--- src/rtl/draw_glyph_overlay_if.sv ---
// ---------------------------------------------------------------------------
// vga_if: timing and colour bundle passed between the draw_* pipeline stages.
//   vcount/hcount : current pixel coordinates (11 bits each)
//   vsync/hsync   : sync pulses, carried unchanged by every stage
//   vblnk/hblnk   : blanking flags; a stage never draws while either is set
//   rgb           : 12-bit colour, 4 bits per channel
// Modport 'in' is the consumer side; modport 'out' is the producer side.
// ---------------------------------------------------------------------------
interface vga_if;
    logic [10:0] vcount;
    logic        vsync;
    logic        vblnk;
    logic [10:0] hcount;
    logic        hsync;
    logic        hblnk;
    logic [11:0] rgb;

    modport in  (input  vcount, vsync, vblnk, hcount, hsync, hblnk, rgb);
    modport out (output vcount, vsync, vblnk, hcount, hsync, hblnk, rgb);
endinterface

--- src/rtl/draw_glyph_overlay.sv ---
// ---------------------------------------------------------------------------
// draw_glyph_overlay
//
// Draws a horizontal strip of N_COLS glyphs (2 bits per pixel, code 00 is
// transparent) on top of the incoming VGA stream. Glyph rows are fetched from
// an external ROM, and every source pixel is replicated SCALE times in x and y.
// The strip origin can be moved at run time through a valid/ready handshake;
// a new origin is only adopted on the rising edge of vga_in.vblnk, so a single
// frame is always drawn at a single position.
//
// Ports
//   clk, rst      : pixel clock, synchronous active-high reset
//   vga_in        : upstream timing + rgb
//   vga_out       : downstream timing + rgb, delayed by ROM_LAT+2 cycles
//   glyph_addr    : registered ROM address {col, row}
//   glyph_pixels  : ROM row returned ROM_LAT cycles after glyph_addr;
//                   the most significant bit pair is the leftmost pixel
//   pos_x, pos_y  : requested strip origin
//   pos_valid     : origin request valid
//   pos_ready     : low while a request waits for the next frame boundary
//
// Build option
//   GLYPH_BLINK_EN : adds a 6-bit frame counter; the overlay is hidden while
//                    counter bit 5 is set (32 frames on, 32 frames off).
// ---------------------------------------------------------------------------
module draw_glyph_overlay #(
    parameter int          GLYPH_W = 32,
    parameter int          GLYPH_H = 32,
    parameter int          SCALE   = 2,
    parameter int          N_COLS  = 8,
    parameter int          ROM_LAT = 1,
    parameter int          POS_X0  = 64,
    parameter int          POS_Y0  = 64,
    parameter logic [11:0] COL1    = 12'h666,
    parameter logic [11:0] COL2    = 12'hfff,
    parameter logic [11:0] COL3    = 12'h000
) (
    input  logic                                      clk,
    input  logic                                      rst,
    vga_if.in                                         vga_in,
    vga_if.out                                        vga_out,
    output logic [$clog2(N_COLS)+$clog2(GLYPH_H)-1:0] glyph_addr,
    input  logic [2*GLYPH_W-1:0]                      glyph_pixels,
    input  logic [10:0]                               pos_x,
    input  logic [10:0]                               pos_y,
    input  logic                                      pos_valid,
    output logic                                      pos_ready
);

    localparam int COL_W  = $clog2(N_COLS);
    localparam int ROW_W  = $clog2(GLYPH_H);
    localparam int ADDR_W = COL_W + ROW_W;
    localparam int PX_W   = $clog2(GLYPH_W);
    localparam int SC_SH  = $clog2(SCALE);
    localparam int COL_SH = $clog2(GLYPH_W * SCALE);
    localparam int DEPTH  = ROM_LAT + 1;

    // Region extents, kept at 12 bits so origin + extent never wraps.
    localparam logic [11:0] STRIP_W = 12'(N_COLS * GLYPH_W * SCALE);
    localparam logic [11:0] STRIP_H = 12'(GLYPH_H * SCALE);

    typedef struct packed {
        logic [10:0] hcount;
        logic [10:0] vcount;
        logic        hsync;
        logic        vsync;
        logic        hblnk;
        logic        vblnk;
        logic [11:0] rgb;
    } vga_t;

    typedef struct packed {
        vga_t            vga;
        logic            in_region;
        logic [PX_W-1:0] px;
    } pipe_t;

    // Position handshake state.
    logic [10:0] act_x_q, act_x_d, act_y_q, act_y_d;
    logic [10:0] shd_x_q, shd_x_d, shd_y_q, shd_y_d;
    logic        pending_q, pending_d;
    logic        vblnk_prev_q, vblnk_prev_d;
    logic        frame_boundary;

    // Stage 0 and the delay line.
    vga_t              vga_in_s;
    logic              in_region;
    logic              draw_en;
    logic [10:0]       dx, dy;
    logic [ADDR_W-1:0] glyph_addr_q, glyph_addr_d;
    pipe_t             pipe_q [DEPTH];
    pipe_t             pipe_d [DEPTH];

    // Output stage.
    pipe_t             pipe_tail;
    logic [1:0]        code;
    vga_t              out_q, out_d;

    assign vga_in_s = '{hcount: vga_in.hcount, vcount: vga_in.vcount,
                        hsync:  vga_in.hsync,  vsync:  vga_in.vsync,
                        hblnk:  vga_in.hblnk,  vblnk:  vga_in.vblnk,
                        rgb:    vga_in.rgb};

    assign pos_ready = !pending_q;

`ifdef GLYPH_BLINK_EN
    logic [5:0] frame_cnt_q, frame_cnt_d;

    always_comb begin
        frame_cnt_d = frame_cnt_q;
        if (frame_boundary) frame_cnt_d = frame_cnt_q + 6'd1;
    end

    always_ff @(posedge clk) begin
        if (rst) frame_cnt_q <= '0;
        else     frame_cnt_q <= frame_cnt_d;
    end

    // Gated at stage 0 together with the position, so a frame is either
    // fully drawn or fully passed through.
    assign draw_en = !frame_cnt_q[5];
`else
    assign draw_en = 1'b1;
`endif

    // -----------------------------------------------------------------------
    // Position handshake. A transfer needs pending_q low and a swap needs it
    // high, so the two can never collide: a request taken on the boundary
    // cycle waits for the following boundary.
    // -----------------------------------------------------------------------
    always_comb begin
        // NOTE: every signal gets its default before any branch, so no path
        // leaves it unassigned and no latch is inferred.
        act_x_d        = act_x_q;
        act_y_d        = act_y_q;
        shd_x_d        = shd_x_q;
        shd_y_d        = shd_y_q;
        pending_d      = pending_q;
        vblnk_prev_d   = vga_in.vblnk;
        frame_boundary = vga_in.vblnk && !vblnk_prev_q;

        if (frame_boundary && pending_q) begin
            act_x_d   = shd_x_q;
            act_y_d   = shd_y_q;
            pending_d = 1'b0;
        end

        if (pos_valid && pos_ready) begin
            shd_x_d   = pos_x;
            shd_y_d   = pos_y;
            pending_d = 1'b1;
        end
    end

    // -----------------------------------------------------------------------
    // Stage 0: region test and ROM address. dx/dy are only meaningful inside
    // the region; outside it the address is held so the ROM stays quiet.
    // -----------------------------------------------------------------------
    always_comb begin
        in_region = ({1'b0, vga_in.hcount} >= {1'b0, act_x_q}) &&
                    ({1'b0, vga_in.hcount} <  ({1'b0, act_x_q} + STRIP_W)) &&
                    ({1'b0, vga_in.vcount} >= {1'b0, act_y_q}) &&
                    ({1'b0, vga_in.vcount} <  ({1'b0, act_y_q} + STRIP_H));

        dx = vga_in.hcount - act_x_q;
        dy = vga_in.vcount - act_y_q;

        glyph_addr_d = glyph_addr_q;
        if (in_region) glyph_addr_d = {COL_W'(dx >> COL_SH), ROW_W'(dy >> SC_SH)};

        pipe_d[0].vga       = vga_in_s;
        pipe_d[0].in_region = in_region && draw_en;
        pipe_d[0].px        = PX_W'(dx >> SC_SH);
        for (int i = 1; i < DEPTH; i++) pipe_d[i] = pipe_q[i-1];
    end

    // -----------------------------------------------------------------------
    // Output stage: the ROM row arrives exactly as the matching pixel leaves
    // the delay line; pick its 2-bit code and map it through the palette.
    // -----------------------------------------------------------------------
    assign pipe_tail = pipe_q[DEPTH-1];

    always_comb begin
        code  = 2'(glyph_pixels >> (2 * (GLYPH_W - 1 - int'(pipe_tail.px))));
        out_d = pipe_tail.vga;
        if (pipe_tail.in_region && !pipe_tail.vga.hblnk && !pipe_tail.vga.vblnk) begin
            case (code)
                2'b01:   out_d.rgb = COL1;
                2'b10:   out_d.rgb = COL2;
                2'b11:   out_d.rgb = COL3;
                default: out_d.rgb = pipe_tail.vga.rgb;
            endcase
        end
    end

    // -----------------------------------------------------------------------
    // State registers.
    // -----------------------------------------------------------------------
    always_ff @(posedge clk) begin
        // NOTE: non-blocking assignments, so every _q register samples the
        // pre-edge value of every other register regardless of statement order.
        if (rst) begin
            act_x_q      <= 11'(POS_X0);
            act_y_q      <= 11'(POS_Y0);
            shd_x_q      <= 11'(POS_X0);
            shd_y_q      <= 11'(POS_Y0);
            pending_q    <= 1'b0;
            vblnk_prev_q <= 1'b0;
            glyph_addr_q <= '0;
            // NOTE: the delay line is a short chain of flops rather than a
            // RAM, so it is cleared with everything else and vga_out reads 0
            // until genuine pixels have travelled through it.
            for (int i = 0; i < DEPTH; i++) pipe_q[i] <= '0;
            out_q        <= '0;
        end else begin
            act_x_q      <= act_x_d;
            act_y_q      <= act_y_d;
            shd_x_q      <= shd_x_d;
            shd_y_q      <= shd_y_d;
            pending_q    <= pending_d;
            vblnk_prev_q <= vblnk_prev_d;
            glyph_addr_q <= glyph_addr_d;
            for (int i = 0; i < DEPTH; i++) pipe_q[i] <= pipe_d[i];
            out_q        <= out_d;
        end
    end

    assign glyph_addr     = glyph_addr_q;
    assign vga_out.hcount = out_q.hcount;
    assign vga_out.vcount = out_q.vcount;
    assign vga_out.hsync  = out_q.hsync;
    assign vga_out.vsync  = out_q.vsync;
    assign vga_out.hblnk  = out_q.hblnk;
    assign vga_out.vblnk  = out_q.vblnk;
    assign vga_out.rgb    = out_q.rgb;

endmodule

--- src/flat_wrapper.sv ---
// flat-port wrapper written by rule: the top's interface ports become plain ports
module draw_glyph_overlay_flat 
#(
    parameter int          GLYPH_W = 32,
    parameter int          GLYPH_H = 32,
    parameter int          SCALE   = 2,
    parameter int          N_COLS  = 8,
    parameter int          ROM_LAT = 1,
    parameter int          POS_X0  = 64,
    parameter int          POS_Y0  = 64,
    parameter logic [11:0] COL1    = 12'h666,
    parameter logic [11:0] COL2    = 12'hfff,
    parameter logic [11:0] COL3    = 12'h000
)
  (clk, rst, glyph_addr, glyph_pixels, pos_x, pos_y, pos_valid, pos_ready, vga_in_vcount, vga_in_vsync, vga_in_vblnk, vga_in_hcount, vga_in_hsync, vga_in_hblnk, vga_in_rgb, vga_out_vcount, vga_out_vsync, vga_out_vblnk, vga_out_hcount, vga_out_hsync, vga_out_hblnk, vga_out_rgb);
  vga_if vga_in_i ();
  vga_if vga_out_i ();
  input  logic clk;
  input  logic rst;
  output logic [$clog2(N_COLS)+$clog2(GLYPH_H)-1:0] glyph_addr;
  input  logic [2*GLYPH_W-1:0] glyph_pixels;
  input  logic [10:0] pos_x;
  input  logic [10:0] pos_y;
  input  logic pos_valid;
  output logic pos_ready;
  input wire logic [$bits(vga_in_i.vcount)-1:0] vga_in_vcount;
  input wire logic [$bits(vga_in_i.vsync)-1:0] vga_in_vsync;
  input wire logic [$bits(vga_in_i.vblnk)-1:0] vga_in_vblnk;
  input wire logic [$bits(vga_in_i.hcount)-1:0] vga_in_hcount;
  input wire logic [$bits(vga_in_i.hsync)-1:0] vga_in_hsync;
  input wire logic [$bits(vga_in_i.hblnk)-1:0] vga_in_hblnk;
  input wire logic [$bits(vga_in_i.rgb)-1:0] vga_in_rgb;
  output wire logic [$bits(vga_out_i.vcount)-1:0] vga_out_vcount;
  output wire logic [$bits(vga_out_i.vsync)-1:0] vga_out_vsync;
  output wire logic [$bits(vga_out_i.vblnk)-1:0] vga_out_vblnk;
  output wire logic [$bits(vga_out_i.hcount)-1:0] vga_out_hcount;
  output wire logic [$bits(vga_out_i.hsync)-1:0] vga_out_hsync;
  output wire logic [$bits(vga_out_i.hblnk)-1:0] vga_out_hblnk;
  output wire logic [$bits(vga_out_i.rgb)-1:0] vga_out_rgb;
  assign vga_in_i.vcount = vga_in_vcount;
  assign vga_in_i.vsync = vga_in_vsync;
  assign vga_in_i.vblnk = vga_in_vblnk;
  assign vga_in_i.hcount = vga_in_hcount;
  assign vga_in_i.hsync = vga_in_hsync;
  assign vga_in_i.hblnk = vga_in_hblnk;
  assign vga_in_i.rgb = vga_in_rgb;
  assign vga_out_vcount = vga_out_i.vcount;
  assign vga_out_vsync = vga_out_i.vsync;
  assign vga_out_vblnk = vga_out_i.vblnk;
  assign vga_out_hcount = vga_out_i.hcount;
  assign vga_out_hsync = vga_out_i.hsync;
  assign vga_out_hblnk = vga_out_i.hblnk;
  assign vga_out_rgb = vga_out_i.rgb;
  draw_glyph_overlay #(.GLYPH_W(GLYPH_W), .GLYPH_H(GLYPH_H), .SCALE(SCALE), .N_COLS(N_COLS), .ROM_LAT(ROM_LAT), .POS_X0(POS_X0), .POS_Y0(POS_Y0), .COL1(COL1), .COL2(COL2), .COL3(COL3)) u_core (.clk(clk), .rst(rst), .vga_in(vga_in_i), .vga_out(vga_out_i), .glyph_addr(glyph_addr), .glyph_pixels(glyph_pixels), .pos_x(pos_x), .pos_y(pos_y), .pos_valid(pos_valid), .pos_ready(pos_ready));
endmodule
--- config.mk ---
export PLATFORM = sky130hd
export DESIGN_NAME = draw_glyph_overlay_flat
export DESIGN_NICKNAME = d
export VERILOG_FILES = /design/src/rtl/draw_glyph_overlay_if.sv /design/src/rtl/draw_glyph_overlay.sv /design/src/flat_wrapper.sv
export SDC_FILE = /design/constraint.sdc
export NUM_CORES = 1
export LEC_CHECK = 0
export BUFFER_PORTS_ARGS = -buffer_cell sky130_fd_sc_hd__buf_2
export CAP_MARGIN = 10
export CORE_MARGIN = 10
export CORE_UTILIZATION = 57
export CTS_BUF_LIST = sky130_fd_sc_hd__clkbuf_8
export DETAILED_ROUTE_END_ITERATION = 16
export PLACE_DENSITY_LB_ADDON = 0.05
export SYNTH_ARGS = -nofsm -noshare
export SYNTH_HDL_FRONTEND = slang
export SYNTH_SLANG_ARGS = --single-unit
--- constraint.sdc ---
create_clock -name clk -period 6.6 [get_ports clk]
set_clock_uncertainty 0.2 [all_clocks]
set_input_delay 1.32 -clock clk [delete_from_list [all_inputs] [get_ports clk]]
set_output_delay 1.32 -clock clk [all_outputs]
set_load 0.01 [all_outputs]
Word level (Yosys, flattened, before mapping):

Memory sizes are Yosys's and may differ from the RTL's.
Index checks and enable logic that the tools add are counted.
Widths: inputs -> output; s select.

* add/subtract/negate cells: 5
* order comparisons: 4
* equality and inequality tests: 3
* shift-type cells: 1
* multiplexer cells: 9
* bitwise operators: 2
* reduce and logical (&&, ||, !) cells: 13

Operator list (count)
* $mux 44: 2
* $shr 64x32->2: 1
* $pmux 12 s3: 1
* $lt 11x12->1: 2
* $ge 11x11->1: 2
* $add 11x10->12 const B: 1
* $add 11x7->12 const B: 1
* $mux 12: 1
* $sub 9x9->9: 1
* $logic_and 1x1->1: 8
* $sub 5x5->6 const A: 1
* $sub 6x6->6: 1
* $mux 1: 5
* $eq 2x2->1 const B: 2
* $logic_not 1->1: 4
* $eq 2x1->1 const B: 1
* $or 1x1->1: 2
* $reduce_bool 2->1: 1

* register bits after elaboration: 92
* bits in writable memories: 88
* input bits: 127
* word-level logic and storage cells: 52
* memories: 1

Memory list
* u_core.pipe_q: depth 2, width 44, read ports 2, clocked after Yosys merged registers in 0, wr ports 2, line draw_glyph_overlay.sv:91 `pipe_t pipe_q [DEPTH];`

Depth between registers and ports, before layout:

* word-level depth: 6
* depth in mapped cells: 11
* gate-level depth less buffers: 10

Least setup slack after synthesis:

OpenSTA, ideal clock, no wires.

* path type: input -> register
* start: input port glyph_pixels[4]
* end: register u_core.out_q, in the netlist u_core.vga_out.rgb[10]
* data arrival time: 3336 ps
* required time: 6334 ps
* slack: 2998 ps
* stages: 7
* buffers on the path: 0
* cells stage by stage: mux4_1 -> mux4_2 -> mux2i_1 -> ha_1 -> nor4bb_1 -> a21oi_1 -> nor2_1

* word-level cells in the longest chain between the ends: 4

Ends and longest elaborated chain
* from (decl): line flat_wrapper.sv:21 `input logic [2*GLYPH_W-1:0] glyph_pixels;`
* $shr 64x32->2 *: line draw_glyph_overlay.sv:184 `code = 2'(glyph_pixels >> (2 * (GLYPH_W - 1 - int'(pipe_tail.px))));`
* $eq 2x2->1 / $eq 2x1->1 (equally long branches): line draw_glyph_overlay.sv:187 `case (code)`
* $pmux 12 s3 *: line draw_glyph_overlay.sv:187
* $mux 12 *: line draw_glyph_overlay.sv:186 `if (pipe_tail.in_region && !pipe_tail.vga.hblnk && !pipe_tail.vga.vblnk) begin`
* to (signal assigned): line draw_glyph_overlay.sv:224 `out_q <= out_d;`
* to (decl): line draw_glyph_overlay.sv:97 `vga_t out_q, out_d;`

Mark *: on every way between the ends. The rest lies on a longest branch, timed or not.
A chain may end at the register's enable or synchronous reset.

==> impl_results.md <==
- Final ANT Viol Nets: 0
- Syn-to-layout area delta: 19.5%
- Cell Area, Synth: approximately 7100 sq um
- Die width: 131 microns
- Number of antenna violations at the first check in global routing: 1
- Die height: about 130 microns
- Tmin final: 3760 ps
- IO Port Bufs: between 150 and 200
- Final Max Slew Viols: 0
- Yosys warns: 0
- Cell Pwr Density: 256 nW/um^2
- Num CTS Buffers: 17
- Syn_area_per_cell: 10.1 sq um
- Max Cap Violations: 0
- Worst setup margin: 2840 ps
- Crit-path max cell delay: approximately 880 ps
- Worst IR drop on VDD: around 170 uV
- Die footprint: 17200 sq um
- Largest net degree at the start of global routing: 91
- Tcrit/Tclk final: 57.0%
- CTS Buffer Depth: 2
- Data arrival time of the worst path: 3940 ps
- Register area share after synthesis: 50.7%
- First-pass GRT wire length: roughly 26000 microns
- Routed vias/inst: about 5.0
- Tot GR Track Use: 18.1%
- Number of synthesized flops with an enable pin: 0
- Relative slew margins: 29.8%
- Core Region: 12100 sq um
- Synth cell count leaders: dfxtp_1, nor2b_1, nand2_1
- Initial Utilization: 58.5%
- Root Driver: clkbuf_8
- Pre-CTS setup slack: ~2400 ps
- Vias in the first global route: 5267
- Area of the multi-input gates: 3200 sq um
- Inst Count DP: 1012
- Post-cts resize count: 0
- Fin. Hold Viols: 0
- H-tree depth: 4
- Slowest stage cell, crit path: dfxtp_1
- CTS clk-pin slew, worst paths: approximately 90 ps
- RSZ-0062 raised after global routing: no
- Layout cell share with drive strength beyond 1: 25.9%
- Synth Instances: 701
- Detail Placement HPWL: 12100 microns
- Total number of vias: 5194
- Leakage power: 3.67 nW
- Setup_tns: 0 ps
- CP endpoint kind: flip-flop
- Area leader, netlist: dfxtp_1
- Cell with the most instances after synthesis: dfxtp_1
- Syn_nets: 863
- Hold Crit Class: reg2reg
- Synth async-reset ratio: 0%
- Crit Path Category: reg2reg
- Flops & latches, synth: 179
- Critical Path Start Type: flip-flop
- Worst hold slack: 240 ps
- Fmax: 266 MHz
- Pre-antenna DRT Iters: 4
- Post-synth top area share: 50.7%
- Wire per inst: 15.0 microns
- Hold_buf cts: 0
- CTS tree: yes
- Placer Congestion: 0.838
- Most common flop cell mapped by yosys: dfxtp_1
- Least-Margin Pin Slew: 1040 ps
- Nets@finish: a little over 1000
- Post-CTS Setup Inserts: 0
- Clk_lat worst skew: 450 ps
- Initial DRC count: 186
- Setup-failing EPs final: 0
- WP data required: 6780 ps
- Gr ovfl total: 0
- Ranking of synthesized cells by area: dfxtp_1, nor2b_1, ha_1, nand2_1, mux4_1
- Sequential cell area: around 3600 sq um
- CP Max Fanout: 16
- IO Count: 174
- Clk sink count: 179
- Post-route insts no fill: 1045
- Worst-path cell chain: mux4_1, mux4_2, mux2i_4, ha_1, nor4bb_1, a21oi_1, nor2_1
- Fill count: 985
- DRC viols: 0
- Final wirelength: 15700 microns
- Rows: 40
- Outcome: completed
- Cell variety after synth: 54
==> cells in the final DEF, fill, tap and decap left out, types with 4 or more instances in the layout <==
cell type / netlist / routed
nor2b_1: 112 / 112
inv_8: 0 / 5
a31oi_1: 5 / 5
inv_1: 31 / 31
mux4_1: 13 / 13
o211ai_1: 4 / 4
nand4_1: 5 / 5
a21o_1: 5 / 5
o31ai_1: 4 / 4
a21oi_1: 66 / 66
xor2_1: 4 / 4
buf_4: 1 / 4
clkbuf_8: 1 / 18
nand3_1: 7 / 7
o21ai_0: 7 / 7
ha_1: 33 / 33
nor2_1: 28 / 28
xnor2_1: 7 / 7
mux4_2: 7 / 7
dfxtp_1: 179 / 179
a211oi_1: 4 / 4
buf_2: 0 / 172
nand2_1: 108 / 108
==> power breakdown <==
group | total (mW) | switching [mW] | internal, mW | leakage [nW]
Clock | 0.783 | 0.416 | 0.367 | 0.211
Sequential | 1.15 | 0.0204 | 1.13 | 1.47
Combinational | 0.230 | 0.117 | 0.113 | 1.99
==> per-layer routing <==
metal / up-vias / GRT usage, % / wire length, microns / part of all wire, %
met1: 2366 / 22.4 / 7180 / 46
li1: 2671 / - / - / -
met3: 19 / 4.92 / 771 / 4.9
met2: 138 / 29.8 / 7470 / 48
met5: - / 0 / 0 / 0
met4: 0 / 6.30 / 238 / 1.5
==> cells by family after synthesis <==
group	count (synthesis)	synth area share, %
compound gates	107	9.32
xor+xnor	11	1.36
fa+ha+maj	35	6.41
buf+inv	65	3.99
flops	179	50.7
mux	24	7.96
simple gates	280	20.2
==> worst max-delay path: cells and delay by family, from the launching register on <==
kind / cells / cell delay, ps
DFF: 1 / 880
and+or+nand+nor: 2 / 1010
muxes: 3 / 1350
AOI/OAI and AO/OA: 1 / 100
adders and majority gates: 1 / 140
==> sequential cells by signal (all words and copies together) (netlist names) <==
register and flops:
u_core.act_y_q 11, u_core.vga_out.hsync 1, u_core.shd_y_q 11, u_core.pending_q 1, u_core.vga_out.vblnk 1, u_core.act_x_q 11, u_core.glyph_addr 8, u_core.vga_out.hcount 11
u_core.vga_out.hblnk 1, u_core.pipe_q 88, u_core.shd_x_q 11, u_core.vga_out.rgb 12, u_core.vga_out.vcount 11, u_core.vga_out.vsync 1
==> area by class of cell <==
class / count / share of cell area (%)
flip-flops and latches: 179 / 42.5
inverters: 32 / 1.42
clock inverters: 14 / 2.24
repair buffers: 176 / 10.6
diodes: 1 / 0.0296
clock buffers: 18 / 2.94
multi-input cells: 457 / 37.9
well taps: 168 / 2.49
==> per-stage QoR <==
| step | cell area (sq um) | power, mW | utilization (%) |
|---|---|---|---|
| after global placement | 8000 | 1.39 | 66.3 |
| final | 8440 | 2.16 | 70.0 |
| after floorplan | 7060 | 1.32 | - |
| after CTS | 8440 | 2.18 | 70.0 |
| after global routing | 8440 | 2.26 | 70.0 |
| after detailed placement | 8000 | 1.40 | 66.3 |
==> final timing paths <==
| check | start | to | slack [ps] | depth (start not counted) |
|---|---|---|---|---|
| min reg2reg | u_core.pipe_q[0][1] | u_core.pipe_q[0][45] | 240 | 1 |
| max | u_core.pipe_q[0][44] | u_core.vga_out.rgb[1] | 2840 | 7 |
| max reg2reg | u_core.pipe_q[0][44] | u_core.vga_out.rgb[1] | 2840 | 7 |
| min | u_core.pipe_q[0][1] | u_core.pipe_q[0][45] | 240 | 1 |
(Power assumes the default switching activity.)
